`config.mk`:
```
export PLATFORM = sky130hd
export DESIGN_NAME = bit_stream_packer
export DESIGN_NICKNAME = d
export VERILOG_FILES = /design/src/rtl/bit_stream_packer_pkg.sv /design/src/rtl/bit_stream_packer_fifo2.sv /design/src/rtl/bit_stream_packer.sv
export SDC_FILE = /design/constraint.sdc
export NUM_CORES = 1
export LEC_CHECK = 0
export ABC_AREA = 1
export BUFFER_PORTS_ARGS = -buffer_cell sky130_fd_sc_hd__buf_2
export CAP_MARGIN = 15
export CORE_MARGIN = 10
export CORE_UTILIZATION = 45
export DETAILED_ROUTE_END_ITERATION = 7
export PLACE_DENSITY = 0.71
export SLEW_MARGIN = 20
export SYNTH_ARGS = -nofsm -noshare
export SYNTH_HDL_FRONTEND = slang
export SYNTH_SLANG_ARGS = --single-unit
export TNS_END_PERCENT = 1
```
`constraint.sdc`:
```
create_clock -name clk -period 4.4 [get_ports clk]
set_clock_uncertainty 0.15 [all_clocks]
set_input_delay 0.44 -clock clk [delete_from_list [all_inputs] [get_ports clk]]
set_output_delay 0.44 -clock clk [all_outputs]
set_load 0.005 [all_outputs]
```
`src/rtl/bit_stream_packer_pkg.sv`:
```
// Shared types for the serial bit packer: word/length widths, FIFO entry and FIFO state.
// Purely declarative; no logic.
package bit_stream_packer_pkg;

    localparam int PKG_W     = 8;
    localparam int PKG_CNT_W = 8;
    localparam int LEN_W     = $clog2(PKG_W + 1);

    typedef logic [PKG_W-1:0] word_t;
    typedef logic [LEN_W-1:0] len_t;

    typedef struct packed {
        word_t word;
        len_t  len;
    } entry_t;

    typedef enum logic [1:0] {
        EMPTY,
        ONE,
        FULL
    } fifo_state_e;

endpackage

```
`src/rtl/bit_stream_packer_fifo2.sv`:
```
// Two-entry FIFO of packed words with a registered head.
// Latency: a push into an empty FIFO is visible on head_dat/head_vld the next cycle.
// Backpressure: a push into FULL without a pop is ignored; the caller accounts for the drop.
module bit_stream_packer_fifo2
    import bit_stream_packer_pkg::*;
(
    input  logic   clk,
    input  logic   rst,
    input  logic   push_vld,
    input  entry_t push_dat,
    input  logic   pop,
    output entry_t head_dat,
    output logic   head_vld,
    output logic   full,
    output logic   empty
);

    fifo_state_e state;
    entry_t      tail;

    always_ff @(posedge clk or negedge rst) begin
        if (!rst) begin
            state    <= EMPTY;
            head_vld <= 1'b0;
            head_dat <= '0;
            tail     <= '0;
        end else begin
            case (state)
                EMPTY: begin
                    if (push_vld) begin
                        head_dat <= push_dat;
                        head_vld <= 1'b1;
                        state    <= ONE;
                    end
                end
                ONE: begin
                    if (push_vld && pop) begin
                        head_dat <= push_dat;
                    end else if (push_vld) begin
                        tail  <= push_dat;
                        state <= FULL;
                    end else if (pop) begin
                        head_vld <= 1'b0;
                        state    <= EMPTY;
                    end
                end
                FULL: begin
                    // The pop frees the tail slot, so a same-cycle push still lands.
                    if (pop) begin
                        head_dat <= tail;
                        if (push_vld) begin
                            tail <= push_dat;
                        end else begin
                            state <= ONE;
                        end
                    end
                end
                default: begin
                    head_vld <= 1'b0;
                    state    <= EMPTY;
                end
            endcase
        end
    end

    assign full  = (state == FULL);
    assign empty = (state == EMPTY);

endmodule

```
`src/rtl/bit_stream_packer.sv`:
```
// Packs a 1-bit-per-cycle stream LSB-first into W-bit words and queues them for a valid/ready consumer.
// Latency: a word appears on out_word 1 cycle after its last bit (or flush) when the queue is empty.
// Backpressure: the upstream cannot stall; a push into a full queue drops the word and flags overflow.
module bit_stream_packer
    import bit_stream_packer_pkg::*;
#(
    parameter int W     = PKG_W,
    parameter int CNT_W = PKG_CNT_W
) (
    input  logic                   clk,
    input  logic                   rst,
    input  logic                   in_bit,
    input  logic                   in_en,
    input  logic                   flush,
    input  logic                   clear_ovf,
    output logic [W-1:0]           out_word,
    output logic [$clog2(W+1)-1:0] out_len,
    output logic                   out_valid,
    input  logic                   out_ready,
    output logic                   overflow,
    output logic [CNT_W-1:0]       drop_cnt
);

    // Word and length types come from the package, so W must match it.
    if (W != PKG_W || W < 2 || W > 32) begin : g_bad_w
        $error("bit_stream_packer: W must equal PKG_W and lie in 2..32");
    end

    word_t  acc;
    len_t   cnt;
    word_t  acc_s;
    len_t   n;
    logic   completing;
    logic   push;
    logic   pop;
    logic   drop;
    logic   fifo_full;
    logic   fifo_empty;
    entry_t push_dat;
    entry_t head_dat;

    always_comb begin
        acc_s      = acc;
        if (in_en) begin
            acc_s = acc | (word_t'(in_bit) << cnt);
        end
        n          = cnt + len_t'(in_en);
        completing = in_en && (cnt == len_t'(W - 1));
        push       = completing || (flush && (n != '0));
        push_dat.word = acc_s;
        push_dat.len  = completing ? len_t'(W) : n;
    end

    assign pop  = out_ready && !fifo_empty;
    assign drop = push && fifo_full && !pop;

    always_ff @(posedge clk or negedge rst) begin
        if (!rst) begin
            acc <= '0;
            cnt <= '0;
        end else if (push) begin
            acc <= '0;
            cnt <= '0;
        end else if (in_en) begin
            acc <= acc_s;
            cnt <= n;
        end
    end

    // A drop in the same cycle as a clear wins: the count restarts at one.
    always_ff @(posedge clk or negedge rst) begin
        if (!rst) begin
            overflow <= 1'b0;
            drop_cnt <= '0;
        end else if (clear_ovf) begin
            overflow <= drop;
            drop_cnt <= drop ? CNT_W'(1) : '0;
        end else if (drop) begin
            overflow <= 1'b1;
            if (drop_cnt != '1) begin
                drop_cnt <= drop_cnt + CNT_W'(1);
            end
        end
    end

    bit_stream_packer_fifo2 u_fifo (
        .clk      (clk),
        .rst      (rst),
        .push_vld (push),
        .push_dat (push_dat),
        .pop      (pop),
        .head_dat (head_dat),
        .head_vld (out_valid),
        .full     (fifo_full),
        .empty    (fifo_empty)
    );

    assign out_word = head_dat.word;
    assign out_len  = head_dat.len;

endmodule

```
== Word level (Yosys, flattened, before mapping) ==
Index checks and enable logic that the tools add are counted.

* Flip-flop bits (word level): 48
* Output and inout bits: 22
* Word-level logic and storage cells: 80

* Add/sub/neg operators: 2
* Eq/ne operators: 12
* Shift-type cells: 1
* Multiplexer cells: 32
* Bitwise logic cells: 2
* Reduce and logical (&&, ||, !) cells: 21

{| class="wikitable"
|+ Operators by type and width
! cell !! count
|-
| $mux W12 || 6
|-
| $mux W8 || 6
|-
| $pmux W12 S3 || 1
|-
| $pmux W12 S2 || 1
|-
| $mux W2 || 6
|-
| $mux W4 || 3
|-
| $ne A2 B2 Y1 const B || 6
|-
| $reduce_and A5 Y1 || 2
|-
| $add A8 B1 Y8 const B || 1
|-
| $ne A8 B8 Y1 const B || 1
|-
| $or A8 B8 Y8 || 1
|-
| $reduce_bool A2 Y1 || 4
|-
| $shl A1 B4 Y8 || 1
|-
| $mux W1 || 7
|-
| $logic_and A1 B1 Y1 || 6
|-
| $pmux W2 S3 || 1
|-
| $add A4 B1 Y4 || 1
|-
| $eq A4 B3 Y1 const B || 1
|-
| $reduce_and A4 Y1 || 1
|-
| $reduce_bool A4 Y1 || 1
|-
| $ne A3 B3 Y1 const B || 1
|-
| $pmux W1 S3 || 1
|-
| $reduce_and A3 Y1 || 1
|-
| $reduce_bool A3 Y1 || 1
|-
| 8 further kinds || 9
|}

== Longest topological paths before layout ==
* Word-level depth: 8
* Mapped depth: 13
* Depth with buffers taken out: 12

== Cells and area by module ==
Synthesis repeated with hierarchy kept, for this count alone.

* Cell total of the unflattened synthesis: 343
* Area, all modules: 2568.7 um^2

{| class="wikitable"
|+ Modules (own cells, without submodules)
! module !! times used !! cells an instance !! area each (um^2) !! seq. area each (um^2)
|-
| bit_stream_packer_fifo2 || 1 || 173 || 1343.8 || 675.6
|-
| bit_stream_packer || 1 || 170 || 1224.9 || 525.5
|}

== Worst setup path after synthesis ==
Ideal clock, no wire load.

* Path type: in2reg
* Start: in in_en
* End: reg u_fifo.tail[10] (netlist bit)
* Setup time: 0.118 ns
* Data arrival time: 1.734 ns
* Required time: 4.132 ns
* Slack: 2.399 ns
* Cell stages on the path: 11
* Path buffers: 1
* Path through: ha_1 -> ha_1 -> inv_1 -> nand2_1 -> nor2_2 -> nand3_4 -> nand2_4 -> inv_4 -> nand2_4 -> buf_6 -> o21ai_2

* Cells in the longest elaborated chain, start to end: 7
* Elaborated cells on any way between the ends: 13

{| class="wikitable"
|+ Ends and longest elaborated chain
! item !! line !! RTL
|-
| start, declared || bit_stream_packer.sv:13 || <nowiki>input logic in_en,</nowiki>
|-
| $add A4 B1 Y4 || bit_stream_packer.sv:47 || <nowiki>n = cnt + len_t'(in_en);</nowiki>
|-
| $reduce_bool A4 Y1 || bit_stream_packer.sv:49 || <nowiki>push = completing || (flush && (n != '0));</nowiki>
|-
| $logic_and A1 B1 Y1 || bit_stream_packer.sv:49 ||
|-
| $logic_or A1 B1 Y1 || bit_stream_packer.sv:49 ||
|-
| $mux W12 or $logic_and A1 B1 Y1 (tied branches) || bit_stream_packer_fifo2.sv:39, bit_stream_packer_fifo2.sv:51, bit_stream_packer_fifo2.sv:37 ||
|-
| $mux W12 (tied with other cells) || bit_stream_packer_fifo2.sv:49 || <nowiki>if (pop) begin</nowiki>
|-
| $pmux W12 S2 or $reduce_and A3 Y1 (tied branches) || -- ||
|-
| end signal, assigned || bit_stream_packer_fifo2.sv:40 || <nowiki>tail <= push_dat;</nowiki>
|-
| end signal, assigned || bit_stream_packer_fifo2.sv:52 || <nowiki>tail <= push_dat;</nowiki>
|-
| end, declared || bit_stream_packer_fifo2.sv:19 || <nowiki>entry_t tail;</nowiki>
|}

Parallel ways exist; a longest one is shown, timed or not. The select of a mux whose other input is x is not followed.
A chain may end at the register's enable or synchronous reset.

== Worst setup path after layout ==
* Start: reg cnt[0]
* End: reg, netlist name u_fifo.head_dat[5]

* Cells in the longest elaborated chain, start to end: 7
* Elaborated cells on any way between the ends: 16

{| class="wikitable"
|+ Ends and longest elaborated chain
! item !! line !! RTL
|-
| start, declared || bit_stream_packer.sv:30 || <nowiki>len_t cnt;</nowiki>
|-
| start signal, assigned || bit_stream_packer.sv:66 || <nowiki>cnt <= n;</nowiki>
|-
| $add A4 B1 Y4 || bit_stream_packer.sv:47 ||
|-
| $reduce_bool A4 Y1 || bit_stream_packer.sv:49 ||
|-
| $logic_and A1 B1 Y1 || bit_stream_packer.sv:49 ||
|-
| $logic_or A1 B1 Y1 || bit_stream_packer.sv:49 ||
|-
| $logic_and A1 B1 Y1 || bit_stream_packer_fifo2.sv:37 || <nowiki>if (push_vld && pop) begin</nowiki>
|-
| $ne A2 B1 Y1 (no line) || -- ||
|-
| $reduce_and A4 Y1 (no line) || -- ||
|}

Parallel ways exist; a longest one is shown, timed or not. The select of a mux whose other input is x is not followed.

==> run_results.csv <==
group,metric,value,unit
run_status,status,"finished with violations",
run_status,violations,"hold timing",
synthesis,synthTopCellsByArea,"dfrtp_1 48%, nand2_1 14%, nand3_1 6.4%",
sta,rsz0062_at_grt,"false",
synthesis,synth_top_area_share,48.0,%
final_layout,diodes,0,
clock_tree,hold_buffers,0,
grt,grt_pass1_wl,8.89,mm
critical_path,arrival,2.33,ns
routing,vias_per_cell,4.94,
final_layout,finalNetCount,340,
floorplanning,rows,27,
critical_path,path_class,"register to register",
clock_tree,root_buffer,"clkbuf_8",
floorplanning,initial_core_util,46.0,%
clock_tree,cts_tree,"done",
sta,slew_headroom,60.1,%
routing,drc,0,
sta,fmax,0.438,GHz
grt,antenna_found_initial,0,
power,internal-power,0.000899,W
power,seqPwrFrac,41.7,%
clock_tree,cts_max_level,2,
floorplanning,ioPinCount,29,
floorplanning,dieArea,8940,µm²
min_path,worst_hold_path_type,"primary input to async pin",
synthesis,syn_nets,315,
critical_path,r2r_slack,2.12,ns
placement,dp_hpwl,3.68,mm
final_layout,layout_common_cells,"91 x nand2_1, 48 x dfrtp_1, 32 x nand3_1",
floorplanning,core,5440,µm²
grt,grt_pass1_vias,1863,
run,max_cap_viol_count,0,
final_layout,syn_to_final_growth,11.8,%
grt,grt_max_degree,49,
sta,fin_crit,2.28,ns
synthesis,ys_seq_elements,48,
synthesis,synth-seq-area-share,48.0,%
critical_path,reg2reg_from,"cnt[0]",
clock_tree,cts-resized-gates,0,
clock_tree,cts_buffer_depth,2,
routing,drt-pass1-iter-count,4,
critical_path,ff2ff_path_depth,10,
clock_tree,clock_latency,0.30,ns
routing,ant_nets,0,
clock_tree,post_cts_buffers,0,
power,power_density,496,nW/µm²
sta,hold_slack,-0.0200,ns
final_layout,layout_commonest_cell,"nand2_1",
synthesis,syn_inst,305,
synthesis,yosys.area.top_type,"dfrtp_1",
critical_path,crit_path_start_kind,"register",
final_layout,fill_cells,506,
routing,finalWirelength,5.14,mm
critical_path,endpoint_kind,"register",
sta,worst_pin_slew,0.598,ns
sta,drv_slew,0,
final_layout,fin_util,51.4,%
synthesis,syn-cell-area,2500,µm²
routing,drtIter0Drc,72,
floorplanning,die_x,94.6,µm
power,p_clk_share,27.7,%
routing,routed-via-count,1991,
clock_tree,clock-sinks,48,
clock_tree,cts.reportedPaths.clkPinSlew,0.10,ns
power,p_switching,0.000489,W
synthesis,yosys_warnings,0,
critical_path,reg2reg_to,"u_fifo.head_dat[5]",
final_layout,drive_gt1_share,19.6,%
clock_tree,cts_inserted_buffers,5,
routing,post_drt_wl_per_cell,12.7,µm
placement,portBuffers,28,
power,peakVddDrop,0.326,mV
sta,setup_viol,0,
grt,overflow,0,
placement,gp_congestion,0.823,
grt,grt_use_total,12.5,%
sta,post-route-period-util,51.9,%
power,swShare,35.2,%
power,p_leak,1.46,nW
power,combPwrFrac,30.6,%
power,finalPower,0.00139,W
critical_path,cp.required,4.45,ns
sta,tns,0,ns
synthesis,yosysUniqueCellTypes,28,
floorplanning,die_h,94.6,µm
critical_path,crit_fanout,14,
synthesis,avgSynthCellArea,8.20,µm²
sta,finalHoldViolCount,20,
==> Yosys cell counts (all sizes together) <==
cell type  count
nor3           1
nor3b          1
ha             3
inv           34
a21oi          4
nand2         98
nor2          24
nand4          6
dfrtp         48
xor2           2
clkbuf         5
o21ai         30
or2            1
buf            5
o21bai         8
o211ai         1
nand3         33
xnor2          1
==> registers in the layout (all words and copies together) (netlist names) <==
signal,count
u_fifo.head_dat,12
drop_cnt,8
acc,8
cnt,4
u_fifo.tail,12
u_fifo.state,2
overflow,1
u_fifo.head_vld,1
==> routing by layer <==
layer	wire, µm	track usage, %	share of wire (%)
met5	0	0	0
met4	71	4.36	1.4
met3	219	3.49	4.3
met2	2530	20.5	49
met1	2320	15.3	45
==> logic make-up (layout without fill, tap and decap cells) <==
| family | after synthesis | count (layout) | synth area share (%) |
|---|---|---|---|
| and+or+nand+nor | 164 | 164 | 29.9 |
| DFF | 48 | 48 | 48.0 |
| buffers and inverters | 44 | 70 | 8.25 |
| AOI/OAI and AO/OA | 43 | 43 | 11.3 |
| adders and majority gates | 3 | 3 | 1.50 |
| xor gates and xnor gates | 3 | 3 | 1.05 |
==> worst max-delay path: stages, from the launching register on <==
cell and delay (ns):
dfrtp_1 0.43, ha_1 0.23, ha_1 0.29, inv_1 0.08, nand2_1 0.06, nor2_2 0.15, nand3_4 0.13, nand4_2 0.26
nand2_2 0.23, nand2_1 0.11, nand2_1 0.05
==> power groups by stage <==
| stage | combinational, W | clock, W | sequential [W] |
|---|---|---|---|
| 6_report | 0.000424 | 0.000384 | 0.000579 |
| 5_1_grt | 0.000488 | 0.000412 | 0.000592 |
| 4_1_cts | 0.000433 | 0.000395 | 0.000579 |
| 3_5_place_dp | 0.000428 | 0 | 0.000588 |
| 3_3_place_gp | 0.000422 | 0 | 0.000584 |
| 2_1_floorplan | 0.000339 | 0 | 0.000581 |
==> worst max-delay path by stage <==
| stage | startpoint | slack, ns | endpoint | depth (start not counted) |
|---|---|---|---|---|
| final | cnt[0] | 2.12 | u_fifo.head_dat[5] | 10 |
| after global routing | cnt[0] | 1.88 | u_fifo.head_dat[2] | 11 |
| after CTS | cnt[0] | 2.10 | u_fifo.head_dat[5] | 10 |
| after detailed placement | in_en | 1.93 | u_fifo.head_dat[5] | 11 |
| after global placement | in_en | 1.98 | u_fifo.head_dat[4] | 12 |
| after floorplan | in_en | 2.40 | u_fifo.tail[10] | 11 |
==> layout make-up <==
class	instances	area (µm²)	area share, %
repair buffers	28	143	5.10
multi-input cells	213	1090	39.1
clock inverters	3	68.8	2.46
flip-flops and latches	48	1200	43.0
well taps	72	90.1	3.22
inverters	34	130	4.66
clock buffers	5	68.8	2.46
==> per-stage QoR <==
step	cells	setup WS [ns]	cell area, µm²
after floorplan	305	2.40	2500
after global placement	395	1.98	2660
after detailed placement	395	1.93	2660
after CTS	403	2.10	2790
after global routing	403	1.88	2800
final	403	2.12	2800
Note: power is estimated with default switching activity, not from simulation.
